[config.mk]
export PLATFORM = sky130hd
export DESIGN_NAME = reorder_buffer_flat
export DESIGN_NICKNAME = d
export VERILOG_FILES = /design/src/rtl/rob_if.sv /design/src/rtl/reorder_buffer.sv /design/src/flat_wrapper.sv
export SDC_FILE = /design/constraint.sdc
export NUM_CORES = 2
export LEC_CHECK = 0
export CORE_MARGIN = 5
export CORE_UTILIZATION = 56
export CTS_BUF_LIST = sky130_fd_sc_hd__clkbuf_2 sky130_fd_sc_hd__clkbuf_4 sky130_fd_sc_hd__clkbuf_8
export DETAILED_ROUTE_END_ITERATION = 10
export DONT_BUFFER_PORTS = 1
export PLACE_DENSITY = 0.71
export SLEW_MARGIN = 20
export SYNTH_ARGS = -nofsm -noshare
export SYNTH_HDL_FRONTEND = slang
export SYNTH_SLANG_ARGS = --single-unit
[constraint.sdc]
create_clock -name clk -period 7.62 [get_ports clk]
set_input_delay 0.762 -clock clk [delete_from_list [all_inputs] [get_ports clk]]
set_output_delay 0.762 -clock clk [all_outputs]
set_load 0.005 [all_outputs]
[src/rtl/rob_if.sv]
// rob_if: allocation, completion and retirement signals of the reorder buffer.
interface rob_if #(parameter int ROB_SIZE_BITS = 4);
  logic                     alloc_a_valid, alloc_b_valid;
  logic                     alloc_a_has_dest, alloc_b_has_dest;
  logic [5:0]               alloc_a_old_phys, alloc_b_old_phys;
  logic [31:0]              alloc_a_pc, alloc_b_pc;
  logic                     alloc_ready;
  logic [ROB_SIZE_BITS-1:0] alloc_a_rob, alloc_b_rob;
  logic                     complete0_valid, complete1_valid, complete2_valid;
  logic [ROB_SIZE_BITS-1:0] complete0_rob, complete1_rob, complete2_rob;
  logic                     retire_a_valid, retire_b_valid;
  logic                     retire_a_has_dest, retire_b_has_dest;
  logic [5:0]               retire_a_old_phys, retire_b_old_phys;
  logic [31:0]              retire_a_pc, retire_b_pc;
  logic [ROB_SIZE_BITS:0]   count;
  modport master (
    output alloc_a_valid, alloc_b_valid, alloc_a_has_dest, alloc_b_has_dest,
           alloc_a_old_phys, alloc_b_old_phys, alloc_a_pc, alloc_b_pc,
           complete0_valid, complete1_valid, complete2_valid,
           complete0_rob, complete1_rob, complete2_rob,
    input  alloc_ready, alloc_a_rob, alloc_b_rob,
           retire_a_valid, retire_b_valid, retire_a_has_dest, retire_b_has_dest,
           retire_a_old_phys, retire_b_old_phys, retire_a_pc, retire_b_pc, count
  );
  modport slave (
    input  alloc_a_valid, alloc_b_valid, alloc_a_has_dest, alloc_b_has_dest,
           alloc_a_old_phys, alloc_b_old_phys, alloc_a_pc, alloc_b_pc,
           complete0_valid, complete1_valid, complete2_valid,
           complete0_rob, complete1_rob, complete2_rob,
    output alloc_ready, alloc_a_rob, alloc_b_rob,
           retire_a_valid, retire_b_valid, retire_a_has_dest, retire_b_has_dest,
           retire_a_old_phys, retire_b_old_phys, retire_a_pc, retire_b_pc, count
  );
endinterface

[src/rtl/reorder_buffer.sv]
// reorder_buffer: circular ROB, 2-wide in-order allocate/retire, 3 out-of-order completion ports.
module reorder_buffer #(
  parameter int ROB_SIZE_BITS = 4
) (
  input logic  clk,
  input logic  reset,
  rob_if.slave rob
);
  localparam int DEPTH = 1 << ROB_SIZE_BITS;
  localparam int CW = ROB_SIZE_BITS + 1;
  typedef logic [ROB_SIZE_BITS-1:0] idx_t;
  logic [DEPTH-1:0] valid, done, has_dest;
  logic [5:0]       old_phys [DEPTH];
  logic [31:0]      pc [DEPTH];
  idx_t             head, tail, head1, tail1;
  logic [CW-1:0]    count_q;
  logic             acc_a, acc_b, ret_a, ret_b;
  logic [2:0]       cv;
  idx_t             cr [3];
  assign head1 = head + idx_t'(1);
  assign tail1 = tail + idx_t'(1);
  assign rob.alloc_ready = count_q <= CW'(DEPTH - 2);
  assign rob.alloc_a_rob = tail;
  assign rob.alloc_b_rob = tail1;
  assign rob.count = count_q;
  assign acc_a = rob.alloc_a_valid && rob.alloc_ready;
  assign acc_b = acc_a && rob.alloc_b_valid;
  assign ret_a = valid[head] && done[head];
  assign ret_b = ret_a && valid[head1] && done[head1];
  assign cv = {rob.complete2_valid, rob.complete1_valid, rob.complete0_valid};
  assign cr[0] = rob.complete0_rob;
  assign cr[1] = rob.complete1_rob;
  assign cr[2] = rob.complete2_rob;
  // Completion, then retire-clear, then allocate: later writes win for the same entry.
  always_ff @(posedge clk) begin
    if (reset) begin
      valid <= '0;
      done <= '0;
      head <= '0;
      tail <= '0;
      count_q <= '0;
      rob.retire_a_valid <= 1'b0;
      rob.retire_b_valid <= 1'b0;
      rob.retire_a_has_dest <= 1'b0;
      rob.retire_b_has_dest <= 1'b0;
      rob.retire_a_old_phys <= '0;
      rob.retire_b_old_phys <= '0;
      rob.retire_a_pc <= '0;
      rob.retire_b_pc <= '0;
    end else begin
      for (int i = 0; i < 3; i++)
        if (cv[i] && valid[cr[i]]) done[cr[i]] <= 1'b1;
      rob.retire_a_valid <= ret_a;
      rob.retire_b_valid <= ret_b;
      if (ret_a) begin
        valid[head] <= 1'b0;
        done[head] <= 1'b0;
        rob.retire_a_has_dest <= has_dest[head];
        rob.retire_a_old_phys <= old_phys[head];
        rob.retire_a_pc <= pc[head];
      end
      if (ret_b) begin
        valid[head1] <= 1'b0;
        done[head1] <= 1'b0;
        rob.retire_b_has_dest <= has_dest[head1];
        rob.retire_b_old_phys <= old_phys[head1];
        rob.retire_b_pc <= pc[head1];
      end
      if (acc_a) begin
        valid[tail] <= 1'b1;
        done[tail] <= 1'b0;
        has_dest[tail] <= rob.alloc_a_has_dest;
        old_phys[tail] <= rob.alloc_a_old_phys;
        pc[tail] <= rob.alloc_a_pc;
      end
      if (acc_b) begin
        valid[tail1] <= 1'b1;
        done[tail1] <= 1'b0;
        has_dest[tail1] <= rob.alloc_b_has_dest;
        old_phys[tail1] <= rob.alloc_b_old_phys;
        pc[tail1] <= rob.alloc_b_pc;
      end
      head <= ret_b ? head + idx_t'(2) : ret_a ? head1 : head;
      tail <= acc_b ? tail + idx_t'(2) : acc_a ? tail1 : tail;
      count_q <= count_q + CW'(acc_a) + CW'(acc_b) - CW'(ret_a) - CW'(ret_b);
    end
  end
endmodule

[src/flat_wrapper.sv]
// flat-port wrapper written by rule: the top's interface ports become plain ports
module reorder_buffer_flat 
#(
  parameter int ROB_SIZE_BITS = 4
)
  (clk, reset, rob_alloc_a_valid, rob_alloc_b_valid, rob_alloc_a_has_dest, rob_alloc_b_has_dest, rob_alloc_a_old_phys, rob_alloc_b_old_phys, rob_alloc_a_pc, rob_alloc_b_pc, rob_complete0_valid, rob_complete1_valid, rob_complete2_valid, rob_complete0_rob, rob_complete1_rob, rob_complete2_rob, rob_alloc_ready, rob_alloc_a_rob, rob_alloc_b_rob, rob_retire_a_valid, rob_retire_b_valid, rob_retire_a_has_dest, rob_retire_b_has_dest, rob_retire_a_old_phys, rob_retire_b_old_phys, rob_retire_a_pc, rob_retire_b_pc, rob_count);
  rob_if #(.ROB_SIZE_BITS(ROB_SIZE_BITS)) rob_i ();
  input logic clk;
  input logic reset;
  input wire logic [$bits(rob_i.alloc_a_valid)-1:0] rob_alloc_a_valid;
  input wire logic [$bits(rob_i.alloc_b_valid)-1:0] rob_alloc_b_valid;
  input wire logic [$bits(rob_i.alloc_a_has_dest)-1:0] rob_alloc_a_has_dest;
  input wire logic [$bits(rob_i.alloc_b_has_dest)-1:0] rob_alloc_b_has_dest;
  input wire logic [$bits(rob_i.alloc_a_old_phys)-1:0] rob_alloc_a_old_phys;
  input wire logic [$bits(rob_i.alloc_b_old_phys)-1:0] rob_alloc_b_old_phys;
  input wire logic [$bits(rob_i.alloc_a_pc)-1:0] rob_alloc_a_pc;
  input wire logic [$bits(rob_i.alloc_b_pc)-1:0] rob_alloc_b_pc;
  input wire logic [$bits(rob_i.complete0_valid)-1:0] rob_complete0_valid;
  input wire logic [$bits(rob_i.complete1_valid)-1:0] rob_complete1_valid;
  input wire logic [$bits(rob_i.complete2_valid)-1:0] rob_complete2_valid;
  input wire logic [$bits(rob_i.complete0_rob)-1:0] rob_complete0_rob;
  input wire logic [$bits(rob_i.complete1_rob)-1:0] rob_complete1_rob;
  input wire logic [$bits(rob_i.complete2_rob)-1:0] rob_complete2_rob;
  output wire logic [$bits(rob_i.alloc_ready)-1:0] rob_alloc_ready;
  output wire logic [$bits(rob_i.alloc_a_rob)-1:0] rob_alloc_a_rob;
  output wire logic [$bits(rob_i.alloc_b_rob)-1:0] rob_alloc_b_rob;
  output wire logic [$bits(rob_i.retire_a_valid)-1:0] rob_retire_a_valid;
  output wire logic [$bits(rob_i.retire_b_valid)-1:0] rob_retire_b_valid;
  output wire logic [$bits(rob_i.retire_a_has_dest)-1:0] rob_retire_a_has_dest;
  output wire logic [$bits(rob_i.retire_b_has_dest)-1:0] rob_retire_b_has_dest;
  output wire logic [$bits(rob_i.retire_a_old_phys)-1:0] rob_retire_a_old_phys;
  output wire logic [$bits(rob_i.retire_b_old_phys)-1:0] rob_retire_b_old_phys;
  output wire logic [$bits(rob_i.retire_a_pc)-1:0] rob_retire_a_pc;
  output wire logic [$bits(rob_i.retire_b_pc)-1:0] rob_retire_b_pc;
  output wire logic [$bits(rob_i.count)-1:0] rob_count;
  assign rob_i.alloc_a_valid = rob_alloc_a_valid;
  assign rob_i.alloc_b_valid = rob_alloc_b_valid;
  assign rob_i.alloc_a_has_dest = rob_alloc_a_has_dest;
  assign rob_i.alloc_b_has_dest = rob_alloc_b_has_dest;
  assign rob_i.alloc_a_old_phys = rob_alloc_a_old_phys;
  assign rob_i.alloc_b_old_phys = rob_alloc_b_old_phys;
  assign rob_i.alloc_a_pc = rob_alloc_a_pc;
  assign rob_i.alloc_b_pc = rob_alloc_b_pc;
  assign rob_i.complete0_valid = rob_complete0_valid;
  assign rob_i.complete1_valid = rob_complete1_valid;
  assign rob_i.complete2_valid = rob_complete2_valid;
  assign rob_i.complete0_rob = rob_complete0_rob;
  assign rob_i.complete1_rob = rob_complete1_rob;
  assign rob_i.complete2_rob = rob_complete2_rob;
  assign rob_alloc_ready = rob_i.alloc_ready;
  assign rob_alloc_a_rob = rob_i.alloc_a_rob;
  assign rob_alloc_b_rob = rob_i.alloc_b_rob;
  assign rob_retire_a_valid = rob_i.retire_a_valid;
  assign rob_retire_b_valid = rob_i.retire_b_valid;
  assign rob_retire_a_has_dest = rob_i.retire_a_has_dest;
  assign rob_retire_b_has_dest = rob_i.retire_b_has_dest;
  assign rob_retire_a_old_phys = rob_i.retire_a_old_phys;
  assign rob_retire_b_old_phys = rob_i.retire_b_old_phys;
  assign rob_retire_a_pc = rob_i.retire_a_pc;
  assign rob_retire_b_pc = rob_i.retire_b_pc;
  assign rob_count = rob_i.count;
  reorder_buffer #(.ROB_SIZE_BITS(ROB_SIZE_BITS)) u_core (.clk(clk), .reset(reset), .rob(rob_i));
endmodule
==> results_dict.tcl <==
set metrics [dict create \
    outcome "complete, no violations" \
    setup_viol_count_final 0 \
    tightest_slew_ns 1.19 \
    seq_area_frac_synth_pct 50.5 \
    fin_skew_ns 0.0342 \
    final_cell_mix "624 x edfxtp_1, 610 x mux2_2, 398 x mux4_2" \
    start_util_pct 56.5 \
    clock_path_buffers 3 \
    routed.top_layer "met5" \
    wl_met3_um 14000 \
    dp_hpwl_um 68000 \
    cts_buffers 131 \
    place_inst 3367 \
    placed_area_mm2 0.0427 \
    synthArstFlopShare_pct 0 \
    hold_path.class "in2reg" \
    cts_tree "done" \
    endpoint_kind "register" \
    ctsResizeCount 0 \
    ant_nets 0 \
    synth_edf_count 624 \
    met2_length_um 61100 \
    clock_latency_ns 0.78 \
    cts.sinks 749 \
    ys_types 56 \
    drt-pass1-iter-count 8 \
    slew_headroom_pct 20.6 \
    die_h_um 284 \
    finalInstanceArea_mm2 0.0455 \
    setup-tns-final_ns 0 \
    fin_crit_sh_pct 69.5 \
    fin_util_pct 61.1 \
    avgSynthCellArea_um2 16.1 \
    routedWlPerCell_um 34.5 \
    critPathKind "reg2reg" \
    io_buffers 0 \
    vias_per_cell 7.16 \
    post_cts_buffers 0 \
    grt.total_usage_pct 30.6 \
    row_count 100 \
    slew_violations 0 \
    holdBufCountCts 0 \
    total_power_mw 9.06 \
    leakagePower_nw 14.4 \
    root_buffer "clkbuf_8" \
    min_period_ns 5.30 \
    wl_met1_um 44600 \
    start_kind "register" \
    vias 25800 \
    grt_pass1_vias 26700 \
    yosysWarnings 0 \
    final_common_cell "edfxtp_1" \
    synth_ff_type "edfxtp_1" \
    ios 191 \
    drc 0 \
    instances_no_fill 3607 \
    cts-htree-levels 4 \
    whs_ns 0.0849 \
    antenna_found_initial 3 \
    ys_seq_elements 749 \
    die_area_mm2 0.0807 \
    setup_slack_ns 2.32 \
    overflow 0 \
    dpl_worst_slack_ns 2.33 \
    irDropWorstVdd_v 0.000155 \
    drive_gt1_share_pct 51.3 \
    clkTransAtPathRegs_ns 0.06 \
    p_per_area_mw_per_mm2 199 \
    syn_nets 2734 \
    fp.dieW_um 284 \
    syn_area_mm2 0.0421 \
    wirelength_um 124000 \
    syn_inst 2610 \
    grt_first_pass_wirelength_um 182000 \
    grt_max_degree 133 \
    design.core.area_mm2 0.0744 \
    drv_cap 0 \
    first_iter_violations 3280 \
    final-hold-violation-count 0 \
    arrival_ns 5.96 \
    nets 2656 \
    finalWeightedCongestion 0.880 \
    syn2layout_area_growth_pct 8.09 \
    rsz0062_at_grt "false" \
    fmaxAchievable_ghz 0.189 \
    cp.required_ns 8.29 \
    path_max_fanout 50 \
]
layer usage:
layer,global-route usage (%),up-vias
li1,-,10500
met1,39.4,13500
met2,49.9,1562
met3,8.84,322
met4,11.2,2
met5,0,-
synth_stat cells (2+ instances only):
master	n	area [um2]
a211o_1	2	17.5
a21o_1	2	15.0
a21oi_1	45	225
a31o_2	15	131
a31oi_1	5	31.3
and2_1	13	81.3
and3_1	10	62.6
and4_1	7	61.3
buf_1	23	86.3
buf_2	75	375
buf_4	13	97.6
buf_6	6	67.6
clkbuf_1	149	559
dfxtp_1	125	2500
edfxtp_1	624	18700
fa_1	2	40.0
ha_1	25	313
inv_1	18	67.6
inv_2	2	7.51
mux2_2	610	6870
mux2i_1	97	971
mux4_2	398	8960
nand2_1	57	214
nand2b_1	15	93.8
nand3_1	11	55.1
nand3b_1	8	60.1
nand4_1	8	50.1
nor2_1	124	465
nor2b_1	3	18.8
nor3_1	27	135
nor3b_1	4	30.0
nor4_1	2	12.5
o211ai_1	4	30.0
o21ai_0	35	175
o22a_1	6	52.6
o22ai_1	6	37.5
o31a_1	6	52.6
or3b_2	3	26.3
xnor2_1	5	43.8
xor2_1	4	35.0
critical path: stages, from the launching register on:
cell and delay (ns):
dfxtp_4 0.85, mux4_2 0.60, nor3b_1 0.19, o41ai_4 0.87, clkinv_2 0.57, nand3b_1 0.30, ha_1 0.26, inv_1 0.06
ha_1 0.23, fa_1 0.37, ha_1 0.24, fa_1 0.42, xnor2_1 0.14, nor2_1 0.05
cell type report:
type	count	area, um2
clock inverter	30	218
antenna	1	2.50
timing repair buffer	55	458
inverter	21	80.1
sequential	749	21300
clock buffer	208	2460
fill	5390	29000
multi-input combinational	1574	19800
tap	969	1210
sequential cells by signal (all words and copies together), names as in the netlist:
register                      cells
u_core.rob.retire_b_has_dest      1
u_core.done                      16
u_core.rob.alloc_a_rob            4
u_core.rob.retire_a_old_phys      6
u_core.has_dest                  16
u_core.valid                     16
u_core.pc                       512
u_core.old_phys                  96
u_core.rob.retire_a_valid         1
u_core.rob.retire_a_pc           32
u_core.rob.count                  5
u_core.rob.retire_b_old_phys      6
u_core.rob.retire_b_valid         1
u_core.rob.retire_b_pc           32
u_core.rob.retire_a_has_dest      1
u_core.head                       4
cells by family after synthesis:
| group | Yosys count | share of synthesized area [%] |
|---|---|---|
| and+or+nand+nor | 296 | 3.34 |
| AOI/OAI and AO/OA | 137 | 2.17 |
| buffers and inverters | 287 | 3.01 |
| muxes | 1105 | 40.0 |
| DFF | 749 | 50.5 |
| xor gates and xnor gates | 9 | 0.187 |
| adders and majority gates | 27 | 0.839 |
path summary, 6_finish.rpt:
check / start / endpoint / slack (ns) / cells past startpoint
max: u_core.head[0]$_SDFFE_PP0P_ / u_core.rob.count[3]$_SDFF_PP0_ / 2.32 / 13
min: reset / u_core.rob.retire_b_old_phys[5]$_SDFFE_PP0N_ / 0.08 / 1
max reg2reg: u_core.head[0]$_SDFFE_PP0P_ / u_core.rob.count[3]$_SDFF_PP0_ / 2.32 / 13
min reg2reg: u_core.rob.retire_a_old_phys[1]$_SDFFE_PP0N_ / u_core.rob.retire_a_old_phys[1]$_SDFFE_PP0N_ / 0.53 / 2
where the power goes:
part	internal, mW	switching, mW	total (mW)
Sequential	4.55	0.0632	4.61
Clock	2.12	1.69	3.81
Combinational	0.332	0.311	0.643
No activity file was read; power rests on OpenSTA's default activity.
